--- config.mk ---
export PLATFORM = sky130hd
export DESIGN_NAME = nonce_select
export DESIGN_NICKNAME = d
export VERILOG_FILES = /design/src/rtl/sha_pkg.sv /design/src/rtl/best_tracker.sv /design/src/rtl/nonce_select.sv
export SDC_FILE = /design/constraint.sdc
export NUM_CORES = 1
export LEC_CHECK = 0
export ABC_AREA = 0
export BUFFER_PORTS_ARGS = -buffer_cell sky130_fd_sc_hd__buf_2
export CAP_MARGIN = 20
export CORE_MARGIN = 4
export CORE_UTILIZATION = 55
export CTS_CLUSTER_DIAMETER = 150
export DETAILED_ROUTE_END_ITERATION = 8
export HOLD_SLACK_MARGIN = 0.1
export PLACE_DENSITY = 0.86
export SYNTH_ARGS = -nofsm -noshare
export SYNTH_HDL_FRONTEND = slang
export SYNTH_SLANG_ARGS = --single-unit
export TNS_END_PERCENT = 10
--- constraint.sdc ---
create_clock -name clk -period 3.2 [get_ports clk]
set_input_delay 0.64 -clock clk [delete_from_list [all_inputs] [get_ports clk]]
set_output_delay 0.64 -clock clk [all_outputs]
set_load 0.02 [all_outputs]
--- src/rtl/sha_pkg.sv ---
// Shared types and constants for the nonce scanner: scan length, FSM states and
// the layout of the second status word.
package sha_pkg;

    localparam int unsigned NUM_NONCES = 16;
    localparam int unsigned NONCE_W    = 4;

    // Second status word: {found, 27'b0, best_nonce}
    localparam int unsigned FOUND_BIT  = 31;
    localparam int unsigned NONCE_MSB  = 3;
    localparam int unsigned NONCE_LSB  = 0;

    typedef enum logic [2:0] {
        StIdle,
        StAddr,
        StData,
        StWr0,
        StWr1
    } state_e;

endpackage

--- src/rtl/best_tracker.sv ---
// Running minimum over a stream of hash words, with the index of the first
// minimum and a flag telling whether that minimum beats the target.
module best_tracker
    import sha_pkg::*;
(
    input  logic               clk,
    input  logic               reset_n,
    input  logic               clear,
    input  logic               valid,
    input  logic [NONCE_W-1:0] idx,
    input  logic [31:0]        value,
    input  logic [31:0]        target,
    output logic [31:0]        best_hash,
    output logic [NONCE_W-1:0] best_nonce,
    output logic               found
);

    logic [31:0]        best_hash_q, best_hash_d;
    logic [NONCE_W-1:0] best_nonce_q, best_nonce_d;
    logic               found_q, found_d;

    always_comb begin
        best_hash_d  = best_hash_q;
        best_nonce_d = best_nonce_q;
        found_d      = found_q;
        if (clear) begin
            best_hash_d  = 32'hFFFF_FFFF;
            best_nonce_d = '0;
            found_d      = 1'b0;
        end else if (valid && (value < best_hash_q)) begin
            // Strict compare so an equal later hash never displaces an earlier one
            best_hash_d  = value;
            best_nonce_d = idx;
            found_d      = (value < target);
        end
    end

    always_ff @(posedge clk or negedge reset_n) begin
        if (!reset_n) begin
            best_hash_q  <= 32'hFFFF_FFFF;
            best_nonce_q <= '0;
            found_q      <= 1'b0;
        end else begin
            best_hash_q  <= best_hash_d;
            best_nonce_q <= best_nonce_d;
            found_q      <= found_d;
        end
    end

    assign best_hash  = best_hash_q;
    assign best_nonce = best_nonce_q;
    assign found      = found_q;

endmodule

--- src/rtl/nonce_select.sv ---
// Scans NUM_NONCES hash words from memory, keeps the smallest one and writes a
// two-word status record {best_hash}, {found, best_nonce} back to memory.
module nonce_select #(
    parameter int unsigned NUM_NONCES = sha_pkg::NUM_NONCES
) (
    input  logic        clk,
    input  logic        reset_n,
    input  logic        start,
    input  logic [15:0] result_addr,
    input  logic [15:0] status_addr,
    input  logic [31:0] target,
    output logic        done,
    output logic        mem_clk,
    output logic        mem_we,
    output logic [15:0] mem_addr,
    output logic [31:0] mem_write_data,
    input  logic [31:0] mem_read_data,
    output logic        found,
    output logic [3:0]  best_nonce,
    output logic [31:0] best_hash
);

    import sha_pkg::*;

    localparam logic [15:0] LastIdx = 16'(NUM_NONCES - 1);

    state_e      state_q, state_d;
    logic [15:0] idx_q, idx_d;
    logic [15:0] res_base_q, res_base_d;
    logic [15:0] stat_base_q, stat_base_d;
    logic [31:0] target_q, target_d;
    logic [15:0] mem_addr_q, mem_addr_d;
    logic        mem_we_q, mem_we_d;
    logic        clear;
    logic        valid;
    logic [31:0] status_word;

    always_comb begin
        state_d     = state_q;
        idx_d       = idx_q;
        res_base_d  = res_base_q;
        stat_base_d = stat_base_q;
        target_d    = target_q;
        mem_addr_d  = mem_addr_q;
        mem_we_d    = mem_we_q;
        clear       = 1'b0;
        valid       = 1'b0;
        unique case (state_q)
            StIdle: begin
                if (start) begin
                    state_d     = StAddr;
                    target_d    = target;
                    res_base_d  = result_addr;
                    stat_base_d = status_addr;
                    idx_d       = '0;
                    clear       = 1'b1;
                    mem_addr_d  = result_addr;
                    mem_we_d    = 1'b0;
                end
            end
            StAddr: state_d = StData;
            StData: begin
                // Read data for the address presented in StAddr is valid now
                valid = 1'b1;
                if (idx_q < LastIdx) begin
                    idx_d      = idx_q + 16'd1;
                    mem_addr_d = res_base_q + idx_q + 16'd1;
                    state_d    = StAddr;
                end else begin
                    mem_we_d   = 1'b1;
                    mem_addr_d = stat_base_q;
                    state_d    = StWr0;
                end
            end
            StWr0: begin
                mem_addr_d = stat_base_q + 16'd1;
                state_d    = StWr1;
            end
            StWr1: begin
                mem_we_d = 1'b0;
                state_d  = StIdle;
            end
            default: state_d = StIdle;
        endcase
    end

    always_ff @(posedge clk or negedge reset_n) begin
        if (!reset_n) begin
            state_q     <= StIdle;
            idx_q       <= '0;
            res_base_q  <= '0;
            stat_base_q <= '0;
            target_q    <= '0;
            mem_addr_q  <= '0;
            mem_we_q    <= 1'b0;
        end else begin
            state_q     <= state_d;
            idx_q       <= idx_d;
            res_base_q  <= res_base_d;
            stat_base_q <= stat_base_d;
            target_q    <= target_d;
            mem_addr_q  <= mem_addr_d;
            mem_we_q    <= mem_we_d;
        end
    end

    best_tracker u_best_tracker (
        .clk        (clk),
        .reset_n    (reset_n),
        .clear      (clear),
        .valid      (valid),
        .idx        (idx_q[NONCE_W-1:0]),
        .value      (mem_read_data),
        .target     (target_q),
        .best_hash  (best_hash),
        .best_nonce (best_nonce),
        .found      (found)
    );

    always_comb begin
        status_word                      = '0;
        status_word[FOUND_BIT]           = found;
        status_word[NONCE_MSB:NONCE_LSB] = best_nonce;
    end

    // Write data is a state-decoded select of registered values
    always_comb begin
        case (state_q)
            StWr0:   mem_write_data = best_hash;
            StWr1:   mem_write_data = status_word;
            default: mem_write_data = '0;
        endcase
    end

    assign done     = (state_q == StIdle);
    assign mem_clk  = clk;
    assign mem_we   = mem_we_q;
    assign mem_addr = mem_addr_q;

endmodule

==> flow_metrics.env, run 1 <==
export IMPL_outcome="complete, no violations"
export IMPL_vias=7981
export IMPL_grt_start_max_net_pins=77
export IMPL_antenna_found_initial=1
export IMPL_place_ws_ps=247
export IMPL_tightest_slew_ps=794
export IMPL_fmax_mhz=328
export IMPL_drv_cap=0
export IMPL_avgRoutedWirePerCell_um=18.2
export IMPL_synth_xor_xnor_area_share_pct=1.88
export IMPL_synthTopCellsByCount="nand2_1, dfrtp_1, ha_1"
export IMPL_gp_congestion=0.980
export IMPL_cpPeakStageDelay_ps=520
export IMPL_synth_ff_type="dfrtp_1"
export IMPL_final_net_count=1329
export IMPL_critical_path_class="register to output pin"
export IMPL_setup_viol_count_final=0
export IMPL_power_leakage_nw=5.27
export IMPL_cts_resized_gates=0
export IMPL_cp_depth=5
export IMPL_synth_area_sq_um=8400
export IMPL_drive_gt1_share_pct=25.3
export IMPL_cts_reportedPaths_clkPinSlew_ps=60
export IMPL_synthToLayoutAreaGrowth_pct=22.5
export IMPL_fp_dieH_um=132
export IMPL_syn_nets=1145
export IMPL_async_reset_ff_share_pct=100
export IMPL_synth_compound_area_share_pct=17.5
export IMPL_synthAdderAreaFrac_pct=12.0
export IMPL_grt_remaining_overflow=0
export IMPL_met3_wirelength_um=2050
export IMPL_worst_ep_required_time_ps=2560
export IMPL_initial_core_util_pct=57.0
export IMPL_slew_viol_final=0
export IMPL_synth_area_top_cells="dfrtp_1, ha_1, dfstp_2"
export IMPL_period_share_pct=95.3
export IMPL_critPathBufInv=2
export IMPL_finalSetupTns_ps=0
export IMPL_met1_length_um=9900
export IMPL_synth_edf_count=0
export IMPL_rsz0062_at_grt="no"
export IMPL_finalCriticalPeriod_ps=3050
export IMPL_nFillCells=1123
export IMPL_max_slew_margin_pct=46.9
export IMPL_finalHoldViolCount=0
export IMPL_die_w_um=132
export IMPL_synthDominantCellAreaShare_pct=31.3
export IMPL_synth_top_family_by_area="simple AND/OR/NAND/NOR gates"
export IMPL_rr_worst_depth=11
export IMPL_core_area_sq_um=14800
export IMPL_cp_data_arrival_time_ps=2410
export IMPL_p_total_mw=9.79
export IMPL_critPathCaptureType="output pin"
export IMPL_wl_met2_um=11400
export IMPL_cts_tree="yes"
export IMPL_drtAntennaViolNets=0
export IMPL_cp_top_family="flip-flops"
export IMPL_first_pass_iters=5
export IMPL_ys_warnings_count=0
export IMPL_hpwl_um=18100
export IMPL_peakVddDrop_v=0.000574
export IMPL_insertion_delay_ps=550
export IMPL_min_path_cells=3
export IMPL_setup_ws_ps=149
export IMPL_die_area_sq_um=17300
export IMPL_yosysTopAreaCell="dfrtp_1"
export IMPL_wl_um=24500
export IMPL_syn_inst=966
export IMPL_skew_ps=12.7
export IMPL_seq_area_frac_synth_pct=41.3
export IMPL_drtIter0Drc=630
export IMPL_grt_use_total_pct=28.3
export IMPL_drc_errors=0
export IMPL_fin_util_pct=69.8
export IMPL_power_density_nw_per_um2=951
export IMPL_placementRows=44
export IMPL_cpMaxStageDelayCell="dfrtp_1"
export IMPL_ios=187
export IMPL_synth_avg_cell_area_sq_um=8.70
export IMPL_synth_area_mux_share_pct=0.730
export IMPL_io_buffers=186
export IMPL_startpoint_type="register"
export IMPL_dp_cells=1311
export IMPL_grt_pass1_vias=8015
export IMPL_synth_cell_type_count=72
export IMPL_crit_path_cell_trace="nand2b_1, or2_1, buf_4, o21ai_0, buf_2"
export IMPL_post_cts_setup_buffers=0
export IMPL_synth_most_common_cell="nand2_1"
export IMPL_synth_simple_area_share_pct=21.1
export IMPL_routed_top_layer="met4"
export IMPL_ys_seq_elements=137
export IMPL_grt_pass1_wl_um=39800
export IMPL_final_cells=1348
export IMPL_routed_via_density=5.92
export IMPL_min_path_type="input pin to register"
export IMPL_critPathMaxFanout=26
sequential cells by signal (all words and copies together), names as in the netlist:
signal	flops
res_base_q	16
u_best_tracker.found	1
u_best_tracker.best_hash	32
state_q	3
mem_addr	16
mem_we	1
stat_base_q	16
target_q	32
idx_q	16
u_best_tracker.best_nonce	4
worst reg2reg max path, delay by kind of cell, from the launching register on:
kind	cells	cell delay, ps
buf+inv	2	130
xor+xnor	1	150
simple gates	2	170
flops	1	430
compound gates	4	1270
fa+ha+maj	2	600
layer usage:
metal	vias up	track usage [%]
li1	3735	-
met1	3764	35.9
met2	382	44.8
met3	100	7.65
met4	0	14.5
met5	-	0
cell families (layout without fill, tap and decap cells):
group | Yosys count | after routing
AOI/OAI and AO/OA | 230 | 230
xor gates and xnor gates | 18 | 18
adders and majority gates | 80 | 80
buffers and inverters | 117 | 314
DFF | 137 | 137
muxes | 6 | 6
other | 0 | 1
and+or+nand+nor | 378 | 378
cell usage in the layout, fill, tap and decap left out, types with 6 or more instances in the layout:
master	netlist	final
and3_1	8	8
and2_1	12	11
nand2_1	178	177
a21o_1	14	14
clkbuf_16	0	20
xnor2_1	9	9
nand3_1	46	46
inv_1	67	67
nor2b_1	8	8
nor2_1	72	72
dfstp_2	32	32
nor3_1	10	10
and4_1	6	6
xor2_1	9	9
o21ai_1	27	27
buf_2	16	185
nand2b_1	9	9
buf_4	1	21
o211ai_1	34	34
dfrtp_1	105	105
ha_1	79	79
a21oi_1	51	51
nand4_1	9	9
a31oi_1	8	8
o21ai_0	56	56
layout make-up:
type	count	area, sq um	share of cell area, %
multi-input cells	712	4480	43.5
flip-flops and latches	137	3470	33.7
repair buffers	208	1120	10.9
clock buffers	25	541	5.25
inverters	70	263	2.55
well taps	184	230	2.24
clock inverters	11	193	1.87
diodes	1	2.50	0.0243
where the power goes:
group	internal, mW	switching (mW)	total (mW)	leakage [nW]
logic	1.57	2.78	4.35	3.25
registers	2.54	0.484	3.03	1.66
clock network	1.59	0.820	2.41	0.355
total	5.71	4.09	9.79	5.27
path summary, 6_finish.rpt:
kind	from	endpoint	slack [ps]
max	state_q[2]$_DFFE_PN0P_	mem_write_data[2]	150
min	status_addr[10]	stat_base_q[10]$_DFFE_PN0P_	280
max reg2reg	idx_q[0]$_DFFE_PN0P_	mem_addr[12]$_DFFE_PN0P_	330
min reg2reg	res_base_q[5]$_DFFE_PN0P_	res_base_q[5]$_DFFE_PN0P_	480
max in group asynchronous	reset_n	u_best_tracker.best_hash[0]$_DFFE_PN1P_	1710
min in group asynchronous	reset_n	target_q[10]$_DFFE_PN0P_	650
per-stage QoR:
stage / hold WS [ps] / instance area [sq um]
2_1_floorplan: 344 / 8400
3_3_place_gp: 464 / 9550
3_5_place_dp: 467 / 9550
4_1_cts: 272 / 10300
5_1_grt: 282 / 10300
6_report: 285 / 10300
what timing repair did:
item,4_1_cts,5_1_grt
hold endpoints to repair,28,0
hold buffers,1,0
setup endpoints to repair,0,0
Note: power is estimated with default switching activity, not from simulation.
==> run 2, diff against run 1 <==
--- a/config.mk
+++ b/config.mk
@@ -14,6 +14,8 @@
 export DETAILED_ROUTE_END_ITERATION = 8
 export HOLD_SLACK_MARGIN = 0.1
 export PLACE_DENSITY = 0.86
+export RECOVER_POWER = 25
+export SKIP_CTS_REPAIR_TIMING = 1
 export SYNTH_ARGS = -nofsm -noshare
 export SYNTH_HDL_FRONTEND = slang
 export SYNTH_SLANG_ARGS = --single-unit
==> flow_metrics.env, run 2 (same netlist as run 1, synthesis figures left out) <==
export IMPL_outcome="complete, but fails checks"
export IMPL_violations="max-capacitance violations, max-slew violations"
export IMPL_critPathMaxFanout=26
export IMPL_drc_errors=0
export IMPL_dp_cells=1311
export IMPL_io_buffers=186
export IMPL_fp_dieH_um=132
export IMPL_gr_usage_met1_pct=35.9
export IMPL_slew_viol_final=63
export IMPL_grt_pass1_wl_um=39800
export IMPL_die_area_sq_um=17300
export IMPL_core_area_sq_um=14800
export IMPL_grt_remaining_overflow=0
export IMPL_cp_depth=5
export IMPL_avgRoutedWirePerCell_um=18.1
export IMPL_critPathBufInv=2
export IMPL_tightest_slew_ps=1560
export IMPL_grtUsageMet3_pct=7.65
export IMPL_use_met2_pct=44.7
export IMPL_drtIter0Drc=662
export IMPL_worst_ep_required_time_ps=2560
export IMPL_first_pass_iters=8
export IMPL_ios=187
export IMPL_drtAntennaViolNets=0
export IMPL_gp_congestion=0.980
export IMPL_cp_top_family="flip-flops"
export IMPL_die_w_um=132
export IMPL_power_leakage_nw=5.26
export IMPL_r2r_slack_ps=330
export IMPL_grt_busiest_layer="met2"
export IMPL_wl_um=24400
export IMPL_cts_tree="yes"
export IMPL_critPathCaptureType="output pin"
export IMPL_rsz0062_at_grt="no"
export IMPL_cpPeakStageDelay_ps=530
export IMPL_skew_ps=11.6
export IMPL_cp_startpoint="state_q[2]$_DFFE_PN0P_"
export IMPL_final_net_count=1328
export IMPL_routed_via_density=5.88
export IMPL_placementRows=44
export IMPL_finalHoldViolCount=0
export IMPL_synthToLayoutAreaGrowth_pct=22.1
export IMPL_crit_path_end="mem_write_data[2]"
export IMPL_vias=7927
export IMPL_hpwl_um=18100
export IMPL_cts_reportedPaths_clkPinSlew_ps=60
export IMPL_initial_core_util_pct=57.0
export IMPL_reg2reg_from="idx_q[0]$_DFFE_PN0P_"
export IMPL_critical_path_class="register to output pin"
export IMPL_fmax_mhz=330
export IMPL_cpMaxStageDelayCell="dfrtp_1"
export IMPL_r2r_end="mem_addr[12]$_DFFE_PN0P_"
export IMPL_period_share_pct=94.7
export IMPL_grt_use_total_pct=28.3
export IMPL_drive_gt1_share_pct=25.3
export IMPL_grt_pass1_vias=8005
export IMPL_layout_common_cells="buf_2, nand2_1, dfrtp_1"
export IMPL_grt_start_max_net_pins=77
export IMPL_insertion_delay_ps=550
export IMPL_power_density_nw_per_um2=953
export IMPL_cp_data_arrival_time_ps=2390
export IMPL_setup_viol_count_final=0
export IMPL_drv_cap=1
export IMPL_startpoint_type="register"
export IMPL_rr_worst_depth=11
export IMPL_final_cells=1347
export IMPL_peakVddDrop_v=0.000575
export IMPL_crit_path_cell_trace="nand2b_1, or2_1, buf_4, o21ai_0, buf_2"
export IMPL_final_common_cell="buf_2"
export IMPL_max_slew_margin_pct=-4.03
export IMPL_finalSetupTns_ps=0
export IMPL_finalCriticalPeriod_ps=3030
export IMPL_min_path_type="input pin to register"
export IMPL_p_total_mw=9.79
export IMPL_antenna_found_initial=1
[run 2: cell count changes in the layout (fill, tap and decap cells not counted), sizes merged]
cell,before,now
clkbuf,24,26
dlygate4sd3,1,0
buf,208,206
[run 2: area by class of cell]
class                   count  area, sq um
clock inverters            11          193
well taps                 184          230
multi-input cells         712         4480
inverters                  70          263
flip-flops and latches    137         3470
repair buffers            207         1090
diodes                      1         2.50
clock buffers              25          541
fillers                  1128         4490
[run 2: stage by stage]
step           utilization, %  setup WS, ps  cell area, sq um  hold slack, ps
2_1_floorplan               -           598              8400             344
3_3_place_gp             64.7           330              9550             464
3_5_place_dp             64.7           247              9550             467
4_1_cts                  69.7           181             10300            84.7
5_1_grt                  69.6           112             10300             282
6_report                 69.6           171             10300             282
[run 2: how the worst min path moves through the flow]
stage                     cells after the start  slack, ps                     endpoint                 startpoint
final                                         3        280  stat_base_q[10]$_DFFE_PN0P_            status_addr[10]
after CTS                                     1         80     target_q[14]$_DFFE_PN0P_                    reset_n
after global placement                        2        460    res_base_q[5]$_DFFE_PN0P_  res_base_q[5]$_DFFE_PN0P_
after floorplan                               0        340         idx_q[0]$_DFFE_PN0P_                    reset_n
after global routing                          3        280   stat_base_q[9]$_DFFE_PN0P_             status_addr[9]
after detailed placement                      2        470    res_base_q[5]$_DFFE_PN0P_  res_base_q[5]$_DFFE_PN0P_
[run 2: report_power, final]
group / total [mW] / internal (mW) / switching (mW)
Clock: 2.41 / 1.59 / 0.818
Combinational: 4.34 / 1.57 / 2.78
Sequential: 3.03 / 2.54 / 0.488
[run 2: worst register-to-register path, cell delays in order, from the launching register on]
cell and delay (ps):
dfrtp_1 440, inv_1 80, ha_1 160, inv_1 50, fa_1 440, a211oi_2 280
o21ai_1 150, a2111oi_1 510, nor2_1 120, xnor2_1 150, nor2_1 50, o32a_1 330
[run 2: layer usage]
metal / share of wire, % / up-vias
li1: - / 3731
met1: 41 / 3717
met5: 0 / -
met3: 8.4 / 95
met2: 46 / 384
met4: 4.4 / 0
==> run 3, diff against run 2 <==
--- a/config.mk
+++ b/config.mk
@@ -13,7 +13,7 @@
 export CTS_CLUSTER_DIAMETER = 150
 export DETAILED_ROUTE_END_ITERATION = 8
 export HOLD_SLACK_MARGIN = 0.1
-export PLACE_DENSITY = 0.86
+export PLACE_DENSITY = 0.83
 export RECOVER_POWER = 25
 export SKIP_CTS_REPAIR_TIMING = 1
 export SYNTH_ARGS = -nofsm -noshare
==> flow_metrics.env, run 3 (same netlist as run 1, synthesis figures left out) <==
export IMPL_crit_path_cell_trace="nand2b_1, or2_2, inv_2, a22o_1, buf_2"
export IMPL_setup_ws_ps=266
export IMPL_rsz0062_at_grt="no"
export IMPL_register_area_sq_um=3470
export IMPL_pwr_share_comb_pct=45.0
export IMPL_first_pass_iters=5
export IMPL_startpoint_type="register"
export IMPL_initial_core_util_pct=57.0
export IMPL_met1_length_um=10000
export IMPL_rr_worst_depth=11
export IMPL_violations="max-capacitance violations, max-slew violations"
export IMPL_min_path_cells=3
export IMPL_min_path_type="input pin to register"
export IMPL_grt_pass1_wl_um=39300
export IMPL_critPathMaxFanout=15
export IMPL_grt_use_total_pct=27.8
export IMPL_insertion_delay_ps=540
export IMPL_finalCriticalPeriod_ps=2930
export IMPL_outcome="complete, but fails checks"
export IMPL_grt_start_max_net_pins=71
export IMPL_drive_gt1_share_pct=25.3
export IMPL_final_net_count=1326
export IMPL_worst_ep_required_time_ps=2560
export IMPL_met3_wirelength_um=1920
export IMPL_io_buffers=186
export IMPL_cpMaxStageDelayCell="dfrtp_1"
export IMPL_antenna_found_initial=2
export IMPL_cp_depth=5
export IMPL_p_int_mw=5.52
export IMPL_power_leakage_nw=5.23
export IMPL_core_area_sq_um=14800
export IMPL_finalHoldViolCount=0
export IMPL_vias=7882
export IMPL_max_slew_margin_pct=-18.3
export IMPL_pwr_share_clk_pct=23.4
export IMPL_cpPeakStageDelay_ps=510
export IMPL_setup_viol_count_final=0
export IMPL_fp_dieH_um=132
export IMPL_final_common_cell="buf_2"
export IMPL_nFillCells=1196
export IMPL_critical_path_class="register to output pin"
export IMPL_period_share_pct=91.7
export IMPL_cts_reportedPaths_clkPinSlew_ps=60
export IMPL_gp_congestion=0.942
export IMPL_drv_cap=1
export IMPL_r2r_slack_ps=280
export IMPL_wl_met2_um=11400
export IMPL_routed_via_density=5.86
export IMPL_switching_share_pct=42.5
export IMPL_routed_top_layer="met4"
export IMPL_hpwl_um=17700
export IMPL_die_area_sq_um=17300
export IMPL_slew_viol_final=71
export IMPL_avgRoutedWirePerCell_um=17.8
export IMPL_drtIter0Drc=617
export IMPL_cts_tree="yes"
export IMPL_synthToLayoutAreaGrowth_pct=21.5
export IMPL_peakVddDrop_v=0.000605
export IMPL_power_frac_seq_pct=31.6
export IMPL_fmax_mhz=341
export IMPL_r2r_end="mem_addr[12]$_DFFE_PN0P_"
export IMPL_place_ws_ps=371
export IMPL_placementRows=44
export IMPL_wl_um=24000
export IMPL_grt_pass1_vias=7758
export IMPL_tightest_slew_ps=1770
export IMPL_critPathCaptureType="output pin"
export IMPL_critPathBufInv=2
export IMPL_drc_errors=0
export IMPL_power_density_nw_per_um2=941
export IMPL_cp_data_arrival_time_ps=2290
export IMPL_hold_start="status_addr[10]"
export IMPL_finalSetupTns_ps=0
export IMPL_die_w_um=132
export IMPL_drtAntennaViolNets=0
export IMPL_grt_remaining_overflow=0
export IMPL_power_switching_mw=4.08
export IMPL_skew_ps=9.22
export IMPL_ios=187
export IMPL_cp_top_family="simple AND/OR/NAND/NOR gates"
export IMPL_layout_common_cells="buf_2, nand2_1, dfrtp_1"
export IMPL_reg2reg_from="idx_q[0]$_DFFE_PN0P_"
export IMPL_multi_input_area_sq_um=4480
export IMPL_holdPathEnd="stat_base_q[10]$_DFFE_PN0P_"
==> run 3: final cells by class <==
cell class	count	area share, %
antenna	2	0.0490
clock buffer	23	5.12
timing repair buffer	205	10.5
tap	184	2.26
inverter	70	2.57
multi-input combinational	712	43.9
clock inverter	13	1.64
sequential	137	34.0
==> run 3: per-stage QoR <==
step	hold slack [ps]	utilization (%)	instances	cell area, sq um	total power, mW
final	292	69.2	1346	10200	9.60
after global routing	295	69.2	1346	10200	10.3
after CTS	134	69.3	1344	10200	9.60
after detailed placement	469	64.6	1309	9540	7.31
after global placement	463	64.6	1309	9540	7.16
after floorplan	344	-	966	8400	5.97
==> run 3: worst max path at each step <==
| stage | from | to |
|---|---|---|
| floorplan | idx_q[0]$_DFFE_PN0P_ | mem_addr[12]$_DFFE_PN0P_ |
| global placement | idx_q[0]$_DFFE_PN0P_ | mem_addr[12]$_DFFE_PN0P_ |
| detailed placement | mem_read_data[9] | u_best_tracker.found$_DFFE_PN0P_ |
| CTS | state_q[2]$_DFFE_PN0P_ | mem_write_data[0] |
| global route | idx_q[0]$_DFFE_PN0P_ | mem_addr[12]$_DFFE_PN0P_ |
| finish | state_q[2]$_DFFE_PN0P_ | mem_write_data[0] |
==> run 3: worst register-to-register path, stage by stage, from the launching register on <==
cell	delay, ps
dfrtp_1	430
inv_1	80
ha_1	170
inv_1	60
fa_1	450
a211oi_2	270
o21ai_1	140
a2111oi_1	530
nor2_1	120
xnor2_1	160
nor2_1	60
o32a_1	340
==> run 3: power by group through the flow <==
stage	clock network [mW]	logic [mW]	registers [mW]
2_1_floorplan	0.0365	2.70	3.23
3_3_place_gp	0.0292	4.12	3.01
3_5_place_dp	0.0292	4.26	3.03
4_1_cts	2.28	4.31	3.01
5_1_grt	2.36	4.82	3.10
6_report	2.25	4.32	3.03
==> run 3: routing by layer <==
metal | up-vias | GRT usage [%]
li1 | 3729 | -
met1 | 3749 | 36.9
met2 | 350 | 43.7
met3 | 54 | 7.42
met4 | 0 | 10.6
met5 | - | 0
